File: src/rtl/mips_mc_pkg.sv
// Shared encodings for the multicycle MIPS control unit: opcodes, funct
// codes, ALU control codes (also consumed by the ALU) and the FSM state type.
// Optional feature macro: MIPS_MC_ADDI_EN (adds the ADDIEX/ADDIWB states).
package mips_mc_pkg;

  localparam logic [5:0] OP_RTYPE = 6'b000000;
  localparam logic [5:0] OP_LW    = 6'b100011;
  localparam logic [5:0] OP_SW    = 6'b101011;
  localparam logic [5:0] OP_BEQ   = 6'b000100;
  localparam logic [5:0] OP_J     = 6'b000010;
  localparam logic [5:0] OP_ADDI  = 6'b001000;

  localparam logic [5:0] FN_ADD = 6'b100000;
  localparam logic [5:0] FN_SUB = 6'b100010;
  localparam logic [5:0] FN_AND = 6'b100100;
  localparam logic [5:0] FN_OR  = 6'b100101;
  localparam logic [5:0] FN_SLT = 6'b101010;

  localparam logic [2:0] ALU_ADD = 3'b000;
  localparam logic [2:0] ALU_SUB = 3'b001;
  localparam logic [2:0] ALU_AND = 3'b010;
  localparam logic [2:0] ALU_OR  = 3'b011;
  localparam logic [2:0] ALU_SLT = 3'b100;

  // Fixed encodings so the state register can be a plain 4-bit vector and
  // any unused code is recognisable and recoverable.
  typedef enum logic [3:0] {
    S_FETCH   = 4'd0,
    S_DECODE  = 4'd1,
    S_MEMADR  = 4'd2,
    S_MEMRD   = 4'd3,
    S_MEMWB   = 4'd4,
    S_MEMWR   = 4'd5,
    S_EXECUTE = 4'd6,
    S_ALUWB   = 4'd7,
    S_BRANCH  = 4'd8,
`ifdef MIPS_MC_ADDI_EN
    S_JUMP    = 4'd9,
    S_ADDIEX  = 4'd10,
    S_ADDIWB  = 4'd11
`else
    S_JUMP    = 4'd9
`endif
  } state_t;

endpackage

File: src/rtl/mips_multicycle_ctrl_alu_decoder.sv
// Combinational funct-field decoder producing the ALU control code and a
// flag for unsupported funct values (which fall back to add).
import mips_mc_pkg::*;

module alu_decoder (
  input  logic [5:0] funct,
  output logic [2:0] alu_ctl,
  output logic       illegal_funct
);

  // Map each supported R-type funct onto its ALU operation
  always_comb begin
    alu_ctl       = ALU_ADD;
    illegal_funct = 1'b0;
    case (funct)
      FN_ADD:  alu_ctl = ALU_ADD;
      FN_SUB:  alu_ctl = ALU_SUB;
      FN_AND:  alu_ctl = ALU_AND;
      FN_OR:   alu_ctl = ALU_OR;
      FN_SLT:  alu_ctl = ALU_SLT;
      default: illegal_funct = 1'b1;
    endcase
  end

endmodule

File: src/rtl/mips_multicycle_ctrl.sv
// Moore-style multicycle control unit for the MIPS core. Decodes Op/Funct,
// sequences the datapath and gates all write enables with stall and reset.
// Optional feature macro: MIPS_MC_ADDI_EN (addi support via ADDIEX/ADDIWB).
import mips_mc_pkg::*;

module mips_multicycle_ctrl (
  input  logic       clk,
  input  logic       reset,
  input  logic       stall,
  input  logic [5:0] Op,
  input  logic [5:0] Funct,
  input  logic       Zero,
  output logic       IorD,
  output logic       MemWrite,
  output logic       IRWrite,
  output logic       RegDst,
  output logic       MemtoReg,
  output logic       RegWrite,
  output logic       ALUSrcA,
  output logic [1:0] ALUSrcB,
  output logic [2:0] ALUCtl,
  output logic [1:0] PCSrc,
  output logic       PCEn,
  output logic       Illegal
);

  logic [3:0] state;
  logic [3:0] next_state;
  logic [2:0] dec_ctl;
  logic       dec_illegal;
  logic       ir_write;
  logic       mem_write;
  logic       reg_write;
  logic       pc_write;
  logic       branch;
  logic       illegal;
  logic       enable;

  alu_decoder u_alu_decoder (
    .funct         (Funct),
    .alu_ctl       (dec_ctl),
    .illegal_funct (dec_illegal)
  );

  // State register: async reset to FETCH, frozen while stalled
  always_ff @(posedge clk or posedge reset) begin
    if (reset)
      state <= S_FETCH;
    else if (!stall)
      state <= next_state;
  end

  // Per-state control decode and next-state selection
  always_comb begin
    next_state = S_FETCH;
    IorD       = 1'b0;
    RegDst     = 1'b0;
    MemtoReg   = 1'b0;
    ALUSrcA    = 1'b0;
    ALUSrcB    = 2'b00;
    ALUCtl     = ALU_ADD;
    PCSrc      = 2'b00;
    ir_write   = 1'b0;
    mem_write  = 1'b0;
    reg_write  = 1'b0;
    pc_write   = 1'b0;
    branch     = 1'b0;
    illegal    = 1'b0;
    case (state)
      S_FETCH: begin
        ir_write   = 1'b1;
        ALUSrcB    = 2'b01;
        pc_write   = 1'b1;
        next_state = S_DECODE;
      end
      S_DECODE: begin
        ALUSrcB = 2'b11;
        case (Op)
          OP_LW, OP_SW: next_state = S_MEMADR;
          OP_RTYPE:     next_state = S_EXECUTE;
          OP_BEQ:       next_state = S_BRANCH;
          OP_J:         next_state = S_JUMP;
`ifdef MIPS_MC_ADDI_EN
          OP_ADDI:      next_state = S_ADDIEX;
`endif
          default:      illegal    = 1'b1;
        endcase
      end
      S_MEMADR: begin
        ALUSrcA    = 1'b1;
        ALUSrcB    = 2'b10;
        next_state = (Op == OP_LW) ? S_MEMRD : S_MEMWR;
      end
      S_MEMRD: begin
        IorD       = 1'b1;
        next_state = S_MEMWB;
      end
      S_MEMWB: begin
        reg_write = 1'b1;
        MemtoReg  = 1'b1;
      end
      S_MEMWR: begin
        IorD      = 1'b1;
        mem_write = 1'b1;
      end
      S_EXECUTE: begin
        ALUSrcA = 1'b1;
        ALUCtl  = dec_ctl;
        if (dec_illegal)
          illegal = 1'b1;
        else
          next_state = S_ALUWB;
      end
      S_ALUWB: begin
        RegDst    = 1'b1;
        reg_write = 1'b1;
      end
      S_BRANCH: begin
        ALUSrcA = 1'b1;
        ALUCtl  = ALU_SUB;
        PCSrc   = 2'b01;
        branch  = 1'b1;
      end
      S_JUMP: begin
        PCSrc    = 2'b10;
        pc_write = 1'b1;
      end
`ifdef MIPS_MC_ADDI_EN
      S_ADDIEX: begin
        ALUSrcA    = 1'b1;
        ALUSrcB    = 2'b10;
        next_state = S_ADDIWB;
      end
      S_ADDIWB: begin
        reg_write = 1'b1;
      end
`endif
      default: next_state = S_FETCH;
    endcase
  end

  // Enables and the illegal pulse are suppressed while stalled or in reset;
  // selects stay untouched so the datapath sees steady mux settings.
  assign enable   = !stall && !reset;
  assign IRWrite  = ir_write  & enable;
  assign MemWrite = mem_write & enable;
  assign RegWrite = reg_write & enable;
  assign PCEn     = (pc_write | (branch & Zero)) & enable;
  assign Illegal  = illegal   & enable;

endmodule

File: config.mk
export PLATFORM = sky130hd
export DESIGN_NAME = mips_multicycle_ctrl
export DESIGN_NICKNAME = d
export VERILOG_FILES = /design/src/rtl/mips_mc_pkg.sv /design/src/rtl/mips_multicycle_ctrl_alu_decoder.sv /design/src/rtl/mips_multicycle_ctrl.sv
export SDC_FILE = /design/constraint.sdc
export NUM_CORES = 1
export LEC_CHECK = 0
export CORE_MARGIN = 1
export CORE_UTILIZATION = 23
export CTS_CLUSTER_DIAMETER = 80
export CTS_CLUSTER_SIZE = 25
export DETAILED_ROUTE_END_ITERATION = 8
export SYNTH_ARGS = -nofsm -noshare
export SYNTH_HDL_FRONTEND = slang
export SYNTH_SLANG_ARGS = --single-unit
export TNS_END_PERCENT = 10
File: constraint.sdc
create_clock -name clk -period 1.1 [get_ports clk]
set_input_delay 0.11 -clock clk [delete_from_list [all_inputs] [get_ports clk]]
set_output_delay 0.11 -clock clk [all_outputs]
set_load 0.1 [all_outputs]
==> implementation parameters, run 1 <==
Parameter                              Value

Critical path
  Worst r2r path cells    4
  Launch point of the worst path    Op[1]
  Crit Path Category    input port to output port
  Largest driver fanout on the critical path    6
  Endpoint type of the worst setup path    output port
  Worst-path cell with the longest stage delay    clkdlybuf4s50_1
  Cell-by-cell trace of the critical path    clkdlybuf4s50_1 -> buf_4 -> and4b_1 -> o21bai_1 -> a32o_4 -> buf_12
  Kind of start point of the critical path    input port
  FF-to-FF Start    state[0]
  Worst endpoint data arrival time    1.55 ns
  Required time at the endpoint of the critical path    between 0.9 and 1 ns
  Worst setup slack for register-to-register paths    -0.28 ns
  Max stage delay on crit path    about 0.50 ns
  Endpoint of the worst-slack reg-to-reg timing path    state[1]

Timing
  RSZ-0062 raised after global routing    yes
  Final Cycle Share    1.51
  Sum of negative setup slack    -8.01 ns
  Final hold violations    0
  Rel. slew slack    0.754
  Transition time of the tightest slew-check pin    ~0.37 ns
  Max Transition Viols Final    0
  Post-route setup slack    -0.557 ns
  Peak Freq    approximately 600 MHz
  Tmin final    between 1.5 and 2 ns
  Worst setup skew after layout    roughly 0.0033 ns
  Total setup violations reported at the end of the flow    20

Global routing
  All-Layer GR Usage    0.176
  First-pass GRT wire length    around 3.7 mm
  Number of antenna violations at the first check in global routing    0
  Number of global-route vias before repair    ~860
  Leftover overflow at the end of global routing    0
  Maximum number of pins on one net before global-route repair    15

Pwr
  Post-layout power    0.00144 W
  Standby leakage power    0.607 nW
  Reported net switching power    0.000685 W
  Sequential cell fraction of total power    0.123
  Worst vdd ir    between 0.0006 and 0.0007 V
  Internal power    approximately 0.00076 W
  Power per cell area    roughly 920 mW/mm2
  Share of total power in the clock network    0.123
  Switch share    0.475
  Portion of total power attributed to combinational logic    0.755

Final layout
  Max FFs per register    4
  Largest registers    state: 4 flops
  Area growth, synth to finish    146%
  Register name with the most flops    state
  Final Cell Area    between 0.0015 and 0.002 mm2
  Final non-filler cell total    ~170
  Fraction of final layout cells sized beyond drive strength 1    0.580
  Number of nets in the layout    156
  Number of antenna repair diodes    0

Outcome
  Violations in the final reports    negative setup slack
  Result of the run    finished with violations

Clock network
  Clock transition at the registers of the reported paths    around 0.040 ns
  Clock tree sinks    4
  CTS tree    yes
  Clock Latency Late Sink    around 0.23 ns
  Total CTS buffers    3
  Root buffer cell    clkbuf_4
  Maximum number of buffers from clock root to sink    2
  H-tree depth reported by CTS    1
  CTS Hold Bufs    0

Logic synthesis
  Number of distinct library cells after synthesis    39
  Syn Inst Count    81
  Number of nets in the synthesized netlist    between 90 and 100
  Cell area after synthesis    636 um2
  Post-synth EDFFs    0
  Predominant post-synthesis flop cell    dfrtp_1
  Number of storage elements in the synthesis netlist    4
  Synthesis warning total    0
  Average cell area after synthesis    roughly 8 um2
  Async set-or-reset flop fraction in the synthesized netlist    1.00
  Proportion of synthesized chip area in sequential cells    0.157

Placement
  Placed wire-length estimate after detailed placement    1.78 mm
  Buffers added on ports    31
  Instance area at placement    0.00144 mm2
  Post-place setup slack    -0.589 ns
  Weighted congestion reported at the end of routability-driven placement    roughly 0.92
  Inst Count DP    164

Drt
  Wire per inst    around 13 um
  First-pass iteration count of the detailed router    4
  Post-route antenna net violation count    0
  Total vias in the final route    roughly 860
  First DRT Iteration DRCs    8
  Total routed wirelength    ~2.2 mm
  Post-DR vias/cell    between 5 and 6
  Drt drc    0

Run
  Count of max-cap constraint violations    0

Floorplan
  Die footprint    ~0.0030 mm2
  Horizontal extent of the die    ~55 um
  Area of the core    0.00254 mm2
  Number of standard-cell rows in the floorplan    18
  Chip height    about 55 um
  I/O pin count    32
  Initial Util    0.250

Min path
  Tightest Hold Check Type    input port to async pin
## power groups by stage
stage	logic, W	registers (W)	clock network, W
3_3_place_gp	0.00100	0.000175	0
5_1_grt	0.00113	0.000179	0.000186
6_report	0.00109	0.000177	0.000177
2_1_floorplan	0.000597	0.000172	0
3_5_place_dp	0.00101	0.000177	0
4_1_cts	0.00107	0.000176	0.000183
## stage by stage
| stage | hold slack [ns] | utilization |
|---|---|---|
| after floorplan | -0.124 | - |
| after global placement | 0.331 | 0.567 |
| after detailed placement | 0.341 | 0.567 |
| after CTS | 0.0957 | 0.599 |
| after global routing | 0.125 | 0.615 |
| final | 0.0934 | 0.615 |
## final cells by class
class / count / area (um2)
inverters: 4 / 15.0
well taps: 30 / 37.5
flip-flops and latches: 4 / 100
fillers: 209 / 981
clock buffers: 3 / 22.5
multi-input cells: 67 / 662
repair buffers: 60 / 727
## synthesized netlist by cell type (all sizes together), types with 2 or more instances
library cell | instances | area share
a21oi | 4 | 0.031
a41oi | 3 | 0.053
and3 | 3 | 0.030
buf | 6 | 0.061
dfrtp | 4 | 0.16
inv | 4 | 0.024
nand2 | 6 | 0.039
nand2b | 3 | 0.030
nand3 | 4 | 0.031
nor2 | 9 | 0.053
nor2b | 2 | 0.020
nor3 | 5 | 0.047
nor3b | 2 | 0.031
nor4 | 3 | 0.030
nor4b | 2 | 0.028
o21bai | 2 | 0.024
xnor2 | 3 | 0.041
## cells by family after synthesis
family	share of synthesized area
mux	0.0216
simple gates	0.435
xor+xnor	0.0413
compound gates	0.260
buf+inv	0.0846
flops	0.157
## cells in the final DEF (no fill, tap or decap), types with 2 or more instances in the layout
master | Yosys | layout
buf_4 | 1 | 23
buf_12 | 0 | 18
clkdlybuf4s50_1 | 0 | 14
nor3_4 | 0 | 4
inv_1 | 4 | 4
nand3_1 | 4 | 4
nor2_2 | 0 | 4
buf_6 | 1 | 4
dfrtp_1 | 4 | 4
nor2_1 | 9 | 3
nand2_1 | 5 | 3
clkbuf_4 | 0 | 3
nor4_1 | 3 | 2
nand2b_4 | 0 | 2
o21bai_1 | 2 | 2
a21oi_1 | 4 | 2
xnor2_1 | 3 | 2
nand2_2 | 1 | 2
nor2b_1 | 2 | 2
nor2_4 | 0 | 2
a21oi_2 | 0 | 2
and3_4 | 0 | 2
a41oi_1 | 2 | 2
## what timing repair did
item,CTS,global route
setup buffers,0,1
gates resized for setup,16,6
pin swaps,7,3
gates cloned,0,0
setup endpoints to repair,20,20
## critical path, delay by kind of cell
kind                   cells  cell delay [ns]
AO/OA/AOI/OAI              2             0.41
AND/OR/NAND/NOR            1             0.21
buffers and inverters      3             0.81
## worst max-delay path by stage
stage	to	slack (ns)	depth (start not counted)
4_1_cts	ALUCtl[0]	-0.58	4
5_1_grt	Illegal	-0.60	5
6_report	Illegal	-0.56	6
3_5_place_dp	Illegal	-0.59	5
2_1_floorplan	Illegal	-0.99	4
3_3_place_gp	Illegal	-0.59	5
## metal layers
layer | vias to the layer above | global-route usage | wire length (um)
met3 | 6 | 0.0167 | 90
met5 | - | 0 | 0
met1 | 403 | 0.201 | 952
met2 | 26 | 0.325 | 1170
li1 | 428 | - | -
met4 | 0 | 0.0769 | 32
(Power assumes the default switching activity.)
==> inputs of run 2 (changes only) <==
==> constraint.sdc (replaced) <==
create_clock -name clk -period 1.7 [get_ports clk]
set_input_delay 0.17 -clock clk [delete_from_list [all_inputs] [get_ports clk]]
set_output_delay 0.17 -clock clk [all_outputs]
set_load 0.1 [all_outputs]
==> run 2 against run 1 <==
Compared with the run above: the run still ends with negative setup slack left; worst hold slack better by 0.058 ns; total power shrank 40%; global-route usage decreased by 0.96 points; critical path depth fell by 2; clock-buffer cell count unchanged; die area did not move; critical endpoint is now ALUCtl[0]; largest cell class unchanged; largest power group unchanged.
==> implementation parameters, run 2 (synthesis gave the netlist of run 1 again) <==
Parameter                              Value

Global routing
  Number of antenna violations at the first check in global routing    0 (unchanged)
  Number of global-route vias before repair    813 (-5.4%)
  All-Layer GR Usage    0.166 (-0.00958)
  Leftover overflow at the end of global routing    0 (unchanged)
  First-pass GRT wire length    3.60 mm (-3.4%)
  Maximum number of pins on one net before global-route repair    18 (+3)

Final layout
  Max FFs per register    4 (unchanged)
  Largest registers    state: 4 flops
  Number of antenna repair diodes    0 (unchanged)
  Area growth, synth to finish    128%
  Most frequent cells in the layout    buf_12, buf_4, clkdlybuf4s50_1
  Fraction of final layout cells sized beyond drive strength 1    0.516 (-0.0641)
  Number of nets in the layout    146 (-6.4%)
  Number of fillers in the final layout    224 (+7.2%)
  Register name with the most flops    state
  Most common cell after layout, fill and taps aside    buf_12

Run
  Count of max-cap constraint violations    0 (unchanged)

Timing
  RSZ-0062 raised after global routing    yes
  Worst setup skew after layout    0.00571 ns (+0.00238 ns)
  Rel. slew slack    0.698 (-0.0559)
  Transition time of the tightest slew-check pin    0.450 ns (+0.0838 ns)
  Total setup violations reported at the end of the flow    2 (-90%)
  Final hold violations    0 (unchanged)
  Peak Freq    578 MHz
  Max Transition Viols Final    0 (unchanged)
  Post-route setup slack    -0.0299 ns (+0.527 ns)
  Tmin final    roughly 1.7 ns
  Sum of negative setup slack    -0.0394 ns (+7.97 ns)
  Final Cycle Share    1.02

Floorplan
  I/O pin count    32 (unchanged)
  Area of the core    0.00254 mm2 (unchanged)
  Number of standard-cell rows in the floorplan    18 (unchanged)
  Initial Util    0.250 (unchanged)
  Horizontal extent of the die    54.6 um (unchanged)
  Die footprint    0.00298 mm2 (unchanged)
  Chip height    54.6 um (unchanged)

Min path
  Tightest Hold Check Type    input port to async pin

Clock network
  CTS tree    yes
  Maximum number of buffers from clock root to sink    2 (unchanged)
  Clock transition at the registers of the reported paths    0.04 ns (about the same)
  H-tree depth reported by CTS    1 (unchanged)
  Clock tree sinks    4 (unchanged)
  Total CTS buffers    3 (unchanged)
  Clock Latency Late Sink    0.24 ns (about the same)
  Root buffer cell    clkbuf_4

Drt
  Total routed wirelength    2.28 mm (+1.5%)
  Wire per inst    14.4 um (+7.9%)
  Post-DR vias/cell    5.39 (+4.9%)
  Post-route antenna net violation count    0 (unchanged)
  Drt drc    0 (unchanged)
  First DRT Iteration DRCs    18 (+10)
  First-pass iteration count of the detailed router    4 (unchanged)
  Total vias in the final route    851 (-1.4%)

Placement
  Post-place setup slack    -0.143 ns (+0.446 ns)
  Buffers added on ports    31 (unchanged)
  Weighted congestion reported at the end of routability-driven placement    0.868 (-5.1%)
  Placed wire-length estimate after detailed placement    1.68 mm (-5.4%)

Critical path
  Worst setup slack for register-to-register paths    0.21 ns (+0.49 ns)
  Crit Path Category    flop to output port
  Required time at the endpoint of the critical path    1.53 ns (+0.54 ns)
  Kind of start point of the critical path    flop
  Worst endpoint data arrival time    1.56 ns (about the same)
  FF-to-FF Start    state[1]
  Endpoint type of the worst setup path    output port
  Endpoint of the worst-slack reg-to-reg timing path    state[1]
  Largest driver fanout on the critical path    3 (-3)
  Worst r2r path cells    6 (+2)

Pwr
  Worst vdd ir    0.000405 V (-40%)
  Power per cell area    596 mW/mm2 (-35%)
  Standby leakage power    0.570 nW (-6.2%)

Outcome
  Violations in the final reports    negative setup slack
  Result of the run    finished with violations
[run 2: cell count changes in the layout (fill, tap and decap cells not counted), sizes merged]
cell / change
buf: -10
clkdlybuf4s50: -4
dlygate4sd2: +1
dlymetal6s2s: +3
[run 2: stage by stage]
stage | utilization | instances | cell area, um2 | power [W] | hold WS (ns)
after floorplan | - | 81 | 746 | 0.000497 | -0.0639
after global placement | 0.519 | 151 | 1320 | 0.000705 | 0.410
after detailed placement | 0.519 | 151 | 1320 | 0.000709 | 0.403
after CTS | 0.542 | 155 | 1380 | 0.000844 | 0.161
after global routing | 0.569 | 158 | 1450 | 0.000902 | 0.175
final | 0.569 | 158 | 1450 | 0.000863 | 0.152
[run 2: report_power, final]
part	internal, W	total (W)	leakage [nW]	switching [W]
clock network	0.0000791	0.000120	0.0138	0.0000410
registers	0.000105	0.000112	0.0517	0.00000656
logic	0.000251	0.000631	0.504	0.000380
[run 2: critical path, stage by stage, from the launching register on]
cell and delay [ns]:
dfrtp_1 0.37, and4bb_4 0.36, nand2_4 0.08, o32ai_4 0.29, buf_12 0.21
[run 2: worst max-delay path by stage]
| stage | startpoint | end | slack [ns] | depth (start not counted) |
|---|---|---|---|---|
| after global routing | state[1] | Illegal | -0.07 | 5 |
| after detailed placement | Op[5] | Illegal | -0.14 | 5 |
| after global placement | Op[5] | Illegal | -0.12 | 5 |
| after floorplan | state[2] | Illegal | -0.45 | 4 |
| final | state[0] | ALUCtl[0] | -0.03 | 4 |
| after CTS | state[3] | ALUCtl[0] | -0.05 | 4 |
[run 2: area by class of cell]
class | instances | area, um2 | share of cell area
flip-flops and latches | 4 | 100 | 0.0691
multi-input cells | 67 | 636 | 0.439
well taps | 30 | 37.5 | 0.0259
repair buffers | 50 | 637 | 0.440
inverters | 4 | 15.0 | 0.0104
clock buffers | 3 | 22.5 | 0.0156
[run 2: what timing repair did]
action	CTS	global route
pin swaps	6	5
buffers inserted	1	3
resized for setup	10	10
endpoints found under the setup margin	6	8
hold buffers	0	0
[run 2: routing by layer]
| layer | wire length (um) | global-route usage |
|---|---|---|
| met1 | 925 | 0.205 |
| met2 | 1180 | 0.309 |
| met3 | 150 | 0.0111 |
| met4 | 29 | 0.0385 |
| met5 | 0 | 0 |
